--- src/rtl/mem_stage_ext.sv ---
// mem_stage_ext
//   MEM pipeline stage plus MEM/WB register. Loads and stores go out over a
//   req/ack memory bus whose latency is not known in advance. While an access
//   is outstanding, o_mem_ready is held low so the hazard logic stalls the
//   front of the pipeline. Meanwhile, bubbles are fed into write-back.
//
// Ports
//   i_clk, i_rst_n         clock (rising edge), asynchronous active-low reset
//   i_freeze               external stall, holds the MEM/WB register
//   i_wb_en, i_mem_r_en,
//   i_mem_w_en, i_size,
//   i_sign_ext, i_dest,
//   i_alu_res, i_val_rm    instruction fields from EX/MEM
//   i_bus_rdata, i_bus_ack read data and one-cycle completion from memory
//   o_bus_req, o_bus_we,
//   o_bus_addr, o_bus_be,
//   o_bus_wdata            registered bus request, held stable while busy
//   o_mem_ready            low while the current access is incomplete
//   o_wb_en_out .. o_err_out  MEM/WB register outputs
module mem_stage_ext #(
  parameter int          DATA_W    = 32,
  parameter int          ADDR_W    = 32,
  parameter int          REG_W     = 4,
  parameter int unsigned BASE_ADDR = 1024,
  parameter int          TIMEOUT   = 255
) (
  input  logic                i_clk,
  input  logic                i_rst_n,
  input  logic                i_freeze,
  input  logic                i_wb_en,
  input  logic                i_mem_r_en,
  input  logic                i_mem_w_en,
  input  logic [1:0]          i_size,
  input  logic                i_sign_ext,
  input  logic [REG_W-1:0]    i_dest,
  input  logic [ADDR_W-1:0]   i_alu_res,
  input  logic [DATA_W-1:0]   i_val_rm,
  input  logic [DATA_W-1:0]   i_bus_rdata,
  input  logic                i_bus_ack,
  output logic                o_bus_req,
  output logic                o_bus_we,
  output logic [ADDR_W-1:0]   o_bus_addr,
  output logic [DATA_W/8-1:0] o_bus_be,
  output logic [DATA_W-1:0]   o_bus_wdata,
  output logic                o_mem_ready,
  output logic                o_wb_en_out,
  output logic                o_mem_r_en_out,
  output logic [REG_W-1:0]    o_dest_out,
  output logic [ADDR_W-1:0]   o_alu_res_out,
  output logic [DATA_W-1:0]   o_mem_out,
  output logic                o_err_out
);

  localparam int NB     = DATA_W / 8;
  localparam int HALVES = NB / 2;
  localparam int LANE_W = $clog2(NB);
  localparam int CNT_W  = $clog2(TIMEOUT + 1);

  typedef enum logic [1:0] {S_IDLE, S_BUSY, S_DONE} state_t;

  state_t              r_state;
  logic [CNT_W-1:0]    r_cnt;
  logic                r_err;
  logic [DATA_W-1:0]   r_rdata;

  logic [ADDR_W-1:0]   w_eff;
  logic [LANE_W-1:0]   w_lane;
  logic                w_is_byte;
  logic                w_is_half;
  logic                w_is_word;
  logic                w_access;
  logic                w_misaligned;
  logic                w_ready;
  logic                w_load_ok;
  logic [CNT_W-1:0]    w_cnt_next;
  logic [NB-1:0]       w_be;
  logic [DATA_W-1:0]   w_wdata;
  logic [7:0]          w_byte;
  logic [15:0]         w_half;
  logic [DATA_W-1:0]   w_fmt;

  assign w_eff        = i_alu_res - ADDR_W'(BASE_ADDR);
  assign w_lane       = w_eff[LANE_W-1:0];
  assign w_is_byte    = (i_size == 2'b00);
  assign w_is_half    = (i_size == 2'b01);
  assign w_is_word    = i_size[1];
  assign w_access     = i_mem_r_en | i_mem_w_en;
  assign w_misaligned = (w_is_half && w_lane[0]) || (w_is_word && (w_lane != '0));
  assign w_cnt_next   = r_cnt + CNT_W'(1);

  // Ready when nothing is pending: either idle with no memory op, or the
  // access has finished and its result is waiting to be captured.
  assign w_ready     = ((r_state == S_IDLE) && !w_access) || (r_state == S_DONE);
  assign o_mem_ready = w_ready;

  // A store wins over a load when both enables are set, so load data is only
  // written back for a pure load that completed without error.
  assign w_load_ok = (r_state == S_DONE) && i_mem_r_en && !i_mem_w_en && !r_err;

  // Byte enables and lane-replicated store data for the addressed lane(s).
  always_comb begin
    w_be    = '1;
    w_wdata = i_val_rm;
    if (w_is_byte) begin
      w_be    = NB'(1) << w_lane;
      w_wdata = {NB{i_val_rm[7:0]}};
    end else if (w_is_half) begin
      w_be    = NB'(3) << w_lane;
      w_wdata = {HALVES{i_val_rm[15:0]}};
    end
  end

  // Load formatting. This uses the latched bus data together with the size/lane
  // of the instruction that is still held in EX/MEM during the access.
  assign w_byte = r_rdata[{w_lane, 3'b000} +: 8];
  assign w_half = r_rdata[{w_lane, 3'b000} +: 16];

  always_comb begin
    w_fmt = r_rdata;
    if (w_is_byte) begin
      w_fmt      = {DATA_W{i_sign_ext & w_byte[7]}};
      w_fmt[7:0] = w_byte;
    end else if (w_is_half) begin
      w_fmt       = {DATA_W{i_sign_ext & w_half[15]}};
      w_fmt[15:0] = w_half;
    end
  end

  // Access FSM. DONE is held under freeze, which keeps a stalled instruction
  // from launching a second bus cycle. A misaligned access skips the bus and
  // goes straight to DONE with an error. In BUSY, ack is tested before the
  // timeout, so an ack arriving in the final allowed cycle still succeeds.
  always_ff @(posedge i_clk or negedge i_rst_n) begin
    if (!i_rst_n) begin
      r_state     <= S_IDLE;
      r_cnt       <= '0;
      r_err       <= 1'b0;
      r_rdata     <= '0;
      o_bus_req   <= 1'b0;
      o_bus_we    <= 1'b0;
      o_bus_addr  <= '0;
      o_bus_be    <= '0;
      o_bus_wdata <= '0;
    end else begin
      case (r_state)
        S_IDLE: begin
          if (w_access) begin
            if (w_misaligned) begin
              r_state <= S_DONE;
              r_err   <= 1'b1;
              r_rdata <= '0;
            end else begin
              r_state     <= S_BUSY;
              r_cnt       <= '0;
              r_err       <= 1'b0;
              o_bus_req   <= 1'b1;
              o_bus_we    <= i_mem_w_en;
              o_bus_addr  <= {w_eff[ADDR_W-1:LANE_W], {LANE_W{1'b0}}};
              o_bus_be    <= w_be;
              o_bus_wdata <= w_wdata;
            end
          end
        end
        S_BUSY: begin
          r_cnt <= w_cnt_next;
          if (i_bus_ack) begin
            r_state   <= S_DONE;
            r_rdata   <= i_bus_rdata;
            r_err     <= 1'b0;
            o_bus_req <= 1'b0;
          end else if (w_cnt_next == CNT_W'(TIMEOUT)) begin
            r_state   <= S_DONE;
            r_rdata   <= '0;
            r_err     <= 1'b1;
            o_bus_req <= 1'b0;
          end
        end
        S_DONE: begin
          if (!i_freeze) begin
            r_state <= S_IDLE;
            r_cnt   <= '0;
          end
        end
        default: r_state <= S_IDLE;
      endcase
    end
  end

  // MEM/WB register. While an access is outstanding, a bubble is loaded
  // (write-back disabled) and the data fields keep their previous values.
  always_ff @(posedge i_clk or negedge i_rst_n) begin
    if (!i_rst_n) begin
      o_wb_en_out    <= 1'b0;
      o_mem_r_en_out <= 1'b0;
      o_dest_out     <= '0;
      o_alu_res_out  <= '0;
      o_mem_out      <= '0;
      o_err_out      <= 1'b0;
    end else if (!i_freeze) begin
      if (w_ready) begin
        o_wb_en_out    <= i_wb_en;
        o_mem_r_en_out <= i_mem_r_en;
        o_dest_out     <= i_dest;
        o_alu_res_out  <= i_alu_res;
        o_mem_out      <= w_load_ok ? w_fmt : '0;
        o_err_out      <= (r_state == S_DONE) ? r_err : 1'b0;
      end else begin
        o_wb_en_out    <= 1'b0;
        o_mem_r_en_out <= 1'b0;
        o_err_out      <= 1'b0;
      end
    end
  end

endmodule
--- config.mk ---
export PLATFORM = sky130hd
export DESIGN_NAME = mem_stage_ext
export DESIGN_NICKNAME = d
export VERILOG_FILES = /design/src/rtl/mem_stage_ext.sv
export SDC_FILE = /design/constraint.sdc
export NUM_CORES = 1
export LEC_CHECK = 0
export ABC_AREA = 1
export CAP_MARGIN = 10
export CELL_PAD_IN_SITES_DETAIL_PLACEMENT = 1
export CELL_PAD_IN_SITES_GLOBAL_PLACEMENT = 2
export CORE_ASPECT_RATIO = 1.5
export CORE_UTILIZATION = 27
export CTS_CLUSTER_SIZE = 25
export DETAILED_ROUTE_END_ITERATION = 16
export PLACE_DENSITY_LB_ADDON = 0.1
export SYNTH_ARGS = -nofsm -noshare
export SYNTH_HDL_FRONTEND = slang
export SYNTH_SLANG_ARGS = --single-unit
--- constraint.sdc ---
create_clock -name i_clk -period 2.48 [get_ports i_clk]
set_clock_uncertainty 0.05 [all_clocks]
set_input_delay 0.248 -clock i_clk [delete_from_list [all_inputs] [get_ports i_clk]]
set_output_delay 0.248 -clock i_clk [all_outputs]
set_load 0.01 [all_outputs]
[Yosys cells after proc, flatten, opt, wreduce, memory -nomap -nowiden]
Index checks and enable logic that the tools add are counted.
Word-level totals
  register bits: 182
  bits of input ports: 110
  output and inout bits: 142
  logic and storage cells: 94
Cells by class
  $add $sub $neg: 2
  equality and inequality tests: 9
  shifts and indexed selects: 4
  mux-type cells: 36
  bitwise gates (word level): 5
  reductions and logical operators: 23
Operators with widths (count)
  32-bit two-way mux: 9
  32-bit case mux with 2 select lines: 1
  32-bit by 6-bit variable part select with 16-bit output: 1
  32-bit by 6-bit variable part select with 8-bit output: 1
  32-bit by 11-bit subtractor with 32-bit output (second input constant): 1
  8-bit two-way mux: 3
  8-bit case mux with 3 select lines: 1
  1-bit two-way mux: 12
  4-bit AND reduction: 3
  2-bit two-way mux: 5
  3-bit AND reduction: 3
  8-bit by 1-bit adder with 8-bit output (second input constant): 1
  8-bit equality test (second input constant): 1
  4-bit two-way mux: 2
  2-bit inequality test (second input constant): 4
  1-bit logical AND: 6
  2-bit case mux with 3 select lines: 1
  2-bit by 1-bit equality test with 1-bit output (second input constant): 2
  2-bit logical NOT: 2
  1-bit case mux with 2 select lines: 2
  2-bit nonzero test: 2
  1-bit by 2-bit << shifter with 4-bit output (first input constant): 1
  2-bit by 2-bit << shifter with 4-bit output (first input constant): 1
  1-bit logical NOT: 3
  8 further kinds: 11

[Depth between registers and ports, before layout]
Gate-level depths: netlist of the first run.
  depth in word-level cells: 7
  gate-level depth with buffers: 13
  gate-level depth less buffers: 11

[Worst setup path after synthesis of the first run]
OpenSTA, ideal clock, no wires.
  path kind: input to register
  start: input port i_alu_res[0]
  end: register o_bus_wdata[12]
  library setup time: 119 ps
  data arrival time: 1824 ps
  data required time: 2311 ps
  path slack: 487 ps
  cell stages on the path: 10
  buffers on the path: 4
  cell sequence: buf_2 inv_2 clkbuf_1 ha_1 o22ai_2 nor3_2 buf_2 buf_4 nand3_1 o21a_1
On the way
  longest elaborated chain between the ends: 6
  elaborated cells on any way between the ends: 7
  those cells by class: 1 x add/sub; 1 x bitwise; 5 x reduce/logical
Ends and longest elaborated chain
  from (decl): RTL line 36  | input logic [ADDR_W-1:0] i_alu_res,
  32-bit by 11-bit subtractor with 32-bit output *: RTL line 82  | assign w_eff = i_alu_res - ADDR_W'(BASE_ADDR);
  2-bit nonzero test: RTL line 88  | assign w_misaligned = (w_is_half && w_lane[0]) || (w_is_word && (w_lane != '0));
  1-bit logical AND: RTL line 88
  1-bit logical OR *: RTL line 88
  1-bit inverter (no source line) *
  3-bit AND reduction (no source line) *
  to (signal assigned): RTL line 160  | o_bus_wdata <= w_wdata;
  to (decl): RTL line 44  | output logic [DATA_W-1:0] o_bus_wdata,
Mark *: on every way between the ends. The rest lies on a longest branch, timed or not.
A chain may end at the register's enable or synchronous reset.

[Worst setup path in the final report of the first run]
  start: register r_state[1]
  end: output port o_mem_ready
On the way
  longest elaborated chain between the ends: 3
  elaborated cells on any way between the ends: 4
  those cells by class: 1 x eq/ne; 3 x reduce/logical
Ends and longest elaborated chain
  from (decl): RTL line 61  | state_t r_state;
  from (signal assigned): RTL line 135  | r_state <= S_IDLE;
  from (signal assigned): RTL line 149  | r_state <= S_DONE;
  from (signal assigned): RTL line 153  | r_state <= S_BUSY;
  2-bit logical NOT: RTL line 93  | assign w_ready = ((r_state == S_IDLE) && !w_access) || (r_state == S_DONE);
  1-bit logical AND: RTL line 93
  1-bit logical OR *: RTL line 93
  to (decl): RTL line 45  | output logic o_mem_ready,
Marked as above.

==> run summary, run 1 <==
Outcome
• finished, final reports clean — status

Layout
• 0.00342 mm² — area of the multi-input gates
• 3644 — filler cell count in the final layout
• 1396 — post-layout net count
• 44.6% — synth-to-layout area growth
• 6.51% — fraction of layout instances using a drive strength above 1
• 0.00455 mm² — area of all sequential standard cells

STA
• 0 — final count of pins violating max slew
• 0 — count of final hold-check violations
• 458 MHz — Max Clk Rate
• 88.0% — crit share post-route
• no — RSZ-0062 raised after global routing
• 49.3% — relative slew slack
• 276 ps — final-layout worst hold slack
• 0 — number of endpoints failing setup at the final stage
• 757 ps — actual transition at the worst max-transition pin
• 2180 ps — Final Critical Period
• 0 ps — final sum of negative setup slack

Critical path
• 2180 ps — data required time at the worst endpoint
• flip-flop — Critical Path Start Type
• output port — capturing element type of the critical path
• 1880 ps — data arrival time of the worst path
• reg -> out — classification of the worst setup path
• 6 — crit-path max FO

CTS
• 182 — total clock sinks
• sky130_fd_sc_hd__clkbuf_16 — CTS Root Cell
• 0 — buffer count from post-CTS setup fixing
• built — TritonCTS clock tree
• 450 ps — clock latency on the worst-skew pair
• 70 ps — clock slew seen by the registers of the worst setup and hold paths
• 2 — clock tree buffer depth
• 4 — H-tree depth reported by CTS
• 17 — TritonCTS buffer count
• 0 — post-CTS resize count

Worst hold path
• in -> async — worst min path class

Detailed routing
• 0 — count of unresolved DRC violations after routing
• 293 — number of DRC violations after detailed-routing iteration 0
• 0 — count of antenna-violating nets left after detailed routing
• 4 — Initial DRT Pass Iterations
• 4.62 — ratio of routed vias to standard cells
• 31400 µm — Final Routed Wirelength
• 7827 — via count
• 18.6 µm — Routed WL per cell

Logic synthesis
• 100% — share of flip-flops with an asynchronous set or reset
• 0.00840 mm² — Synth Cell Area
• 1022 — gate count of the mapped netlist
• 0 — number of synthesis warnings
• sky130_fd_sc_hd__dfrtp_1 — Synth Flop Type
• 54.2% — sequential area share after synthesis
• 0 — number of enable flip-flop cells after synthesis
• 40 — count of cell types in the netlist
• 182 — Synth Register Bits
• sky130_fd_sc_hd__dfrtp_1 (54%), sky130_fd_sc_hd__nand2_1 (18%), sky130_fd_sc_hd__o21ai_0 (5.0%) — largest cells by area after synthesis
• 54.2% — area share of the largest cell type after synthesis
• 8.22 µm² — average cell area after synthesis
• sky130_fd_sc_hd__dfrtp_1 — cell type contributing the most total cell area after synthesis

Global routing
• 8411 — vias in the first global route
• 48900 µm — first-pass GRT wire length
• 87 — maximum number of pins on one net before global-route repair
• 0 — total gr overflow
• 20.6% — Overall Global Routing Usage
• 2 — initial antenna violation count

Pwr
• 1060 mW/mm² — Power Density
• 5.57 nW — Static Leakage
• 12.9 mW — Power Total
• 0.591 mV — Max VDD drop

Flow run
• 0 — MaxCap Viol Count

Place
• 249 — I/O Buffers
• 23300 µm — DP HPWL
• 0.836 — weighted congestion reported at the end of routability-driven placement

Die
• 218 µm — die outline height
• 146 µm — width of the chip
• 252 — number of ports placed on the die boundary
• 78 — number of cell rows
• 0.0304 mm² — area of the core region
• 0.0318 mm² — full die area
• 27.6% — initial core utilization

## per-layer routing
layer	part of all wire, %	vias to the layer above	global-route usage, %	wire length [µm]
li1	-	3796	-	-
met1	39	3799	22.6	12400
met2	54	186	38.4	17000
met3	3.0	46	2.76	955
met4	3.5	0	10.3	1100
met5	0	-	0	0
## critical path, stage by stage (launching register included)
cell and delay [ps]:
sky130_fd_sc_hd__dfrtp_1 440, sky130_fd_sc_hd__nor2_1 180, sky130_fd_sc_hd__nand2_1 140, sky130_fd_sc_hd__nand2_2 140, sky130_fd_sc_hd__clkdlybuf4s50_1 550
## layout make-up
class                   count  area share, %
clock inverters             8           1.02
multi-input cells         737           28.1
inverters                  55           1.72
well taps                 400           4.12
repair buffers            286           23.6
flip-flops and latches    182           37.5
clock buffers              23           3.85
diodes                      3         0.0618
## power by group
part | internal [mW] | switching [mW] | leakage, nW
clock | 1.63 | 1.19 | 0.283
sequential | 4.10 | 0.770 | 2.33
combinational | 2.55 | 2.64 | 2.96
total | 8.29 | 4.60 | 5.57
## synthesized netlist by cell type (all sizes together), types with 2 or more instances
cell type,count
nand3,40
inv,54
o22ai,7
dfrtp,182
a22o,7
xnor2,2
buf,25
o211ai,13
a21oi,12
ha,7
o21a,19
nand4,9
o21ai,103
clkbuf,24
o31ai,7
nor3,6
xor2,13
nor2,71
nand2,413
## cell usage in the layout (no fill, tap or decap), drive strengths merged, types with 6 or more instances in the layout
cell | Yosys | routed
a21oi | 12 | 12
a22o | 7 | 7
buf | 25 | 36
clkbuf | 24 | 24
clkdlybuf4s50 | 0 | 248
dfrtp | 182 | 182
ha | 7 | 7
inv | 54 | 54
nand2 | 413 | 413
nand3 | 40 | 40
nand4 | 9 | 9
nor2 | 71 | 71
nor3 | 6 | 6
o211ai | 13 | 13
o21a | 19 | 19
o21ai | 103 | 103
o22ai | 7 | 7
o31ai | 7 | 7
xor2 | 13 | 13
## final timing paths
kind	from	end	slack, ps	cells past startpoint
setup reg to reg	r_cnt[1]	r_rdata[24]	460	11
hold / removal	i_rst_n	o_alu_res_out[9]	280	2
hold reg to reg	r_rdata[4]	r_rdata[4]	420	2
min in group i_clk	i_bus_rdata[19]	r_rdata[19]	280	3
setup / recovery	r_state[1]	o_mem_ready	300	4
max in group asynchronous	i_rst_n	r_rdata[3]	1300	3
## state kept, by name, summed over array words and instances, names as in the netlist, 2 cells and up
signal	cells
o_bus_addr	30
r_cnt	8
r_rdata	32
o_dest_out	4
o_bus_wdata	32
o_alu_res_out	32
r_state	2
o_bus_be	4
o_mem_out	32
## logic make-up (layout without fill, tap and decap cells)
| family | after synthesis | after routing | share of synthesized area (%) |
|---|---|---|---|
| other | 1 | 5 | 0.0446 |
| buffers and inverters | 104 | 372 | 5.26 |
| AO/OA/AOI/OAI | 174 | 174 | 12.4 |
| XOR/XNOR | 15 | 15 | 1.56 |
| flip-flops | 182 | 182 | 54.2 |
| adder cells (fa/ha/maj) | 7 | 7 | 1.04 |
| AND/OR/NAND/NOR | 539 | 539 | 25.5 |
## repair_timing
item,CTS,global route
setup endpoints to repair,0,0
endpoints found under the hold margin,59,0
hold buffers,1,0
## per-stage QoR
| step | utilization (%) | instance area, µm² | worst slack (ps) | std cells |
|---|---|---|---|---|
| after floorplan | - | 8400 | 487 | 1023 |
| after global placement | 37.9 | 11500 | 151 | 1659 |
| after detailed placement | 37.9 | 11500 | 132 | 1659 |
| after CTS | 39.9 | 12100 | 239 | 1691 |
| after global routing | 39.9 | 12100 | 142 | 1694 |
| final | 39.9 | 12100 | 297 | 1694 |
Note: power is estimated with default switching activity, not from simulation.
==> inputs of run 2 (changes only) <==
==> constraint.sdc (replaced) <==
create_clock -name i_clk -period 2.48 [get_ports i_clk]
set_clock_uncertainty 0.05 [all_clocks]
set_input_delay 0.248 -clock i_clk [delete_from_list [all_inputs] [get_ports i_clk]]
set_output_delay 0.248 -clock i_clk [all_outputs]
set_load 0.005 [all_outputs]
==> results of run 2 <==
The final DEF is identical to that of run 1. Status: finished, final reports clean.
Among the figures that moved: setup slack after layout 297 ps -> 333 ps; total power 12.9 mW -> 12.5 mW; worst IR drop on VDD 0.591 mV -> 0.590 mV
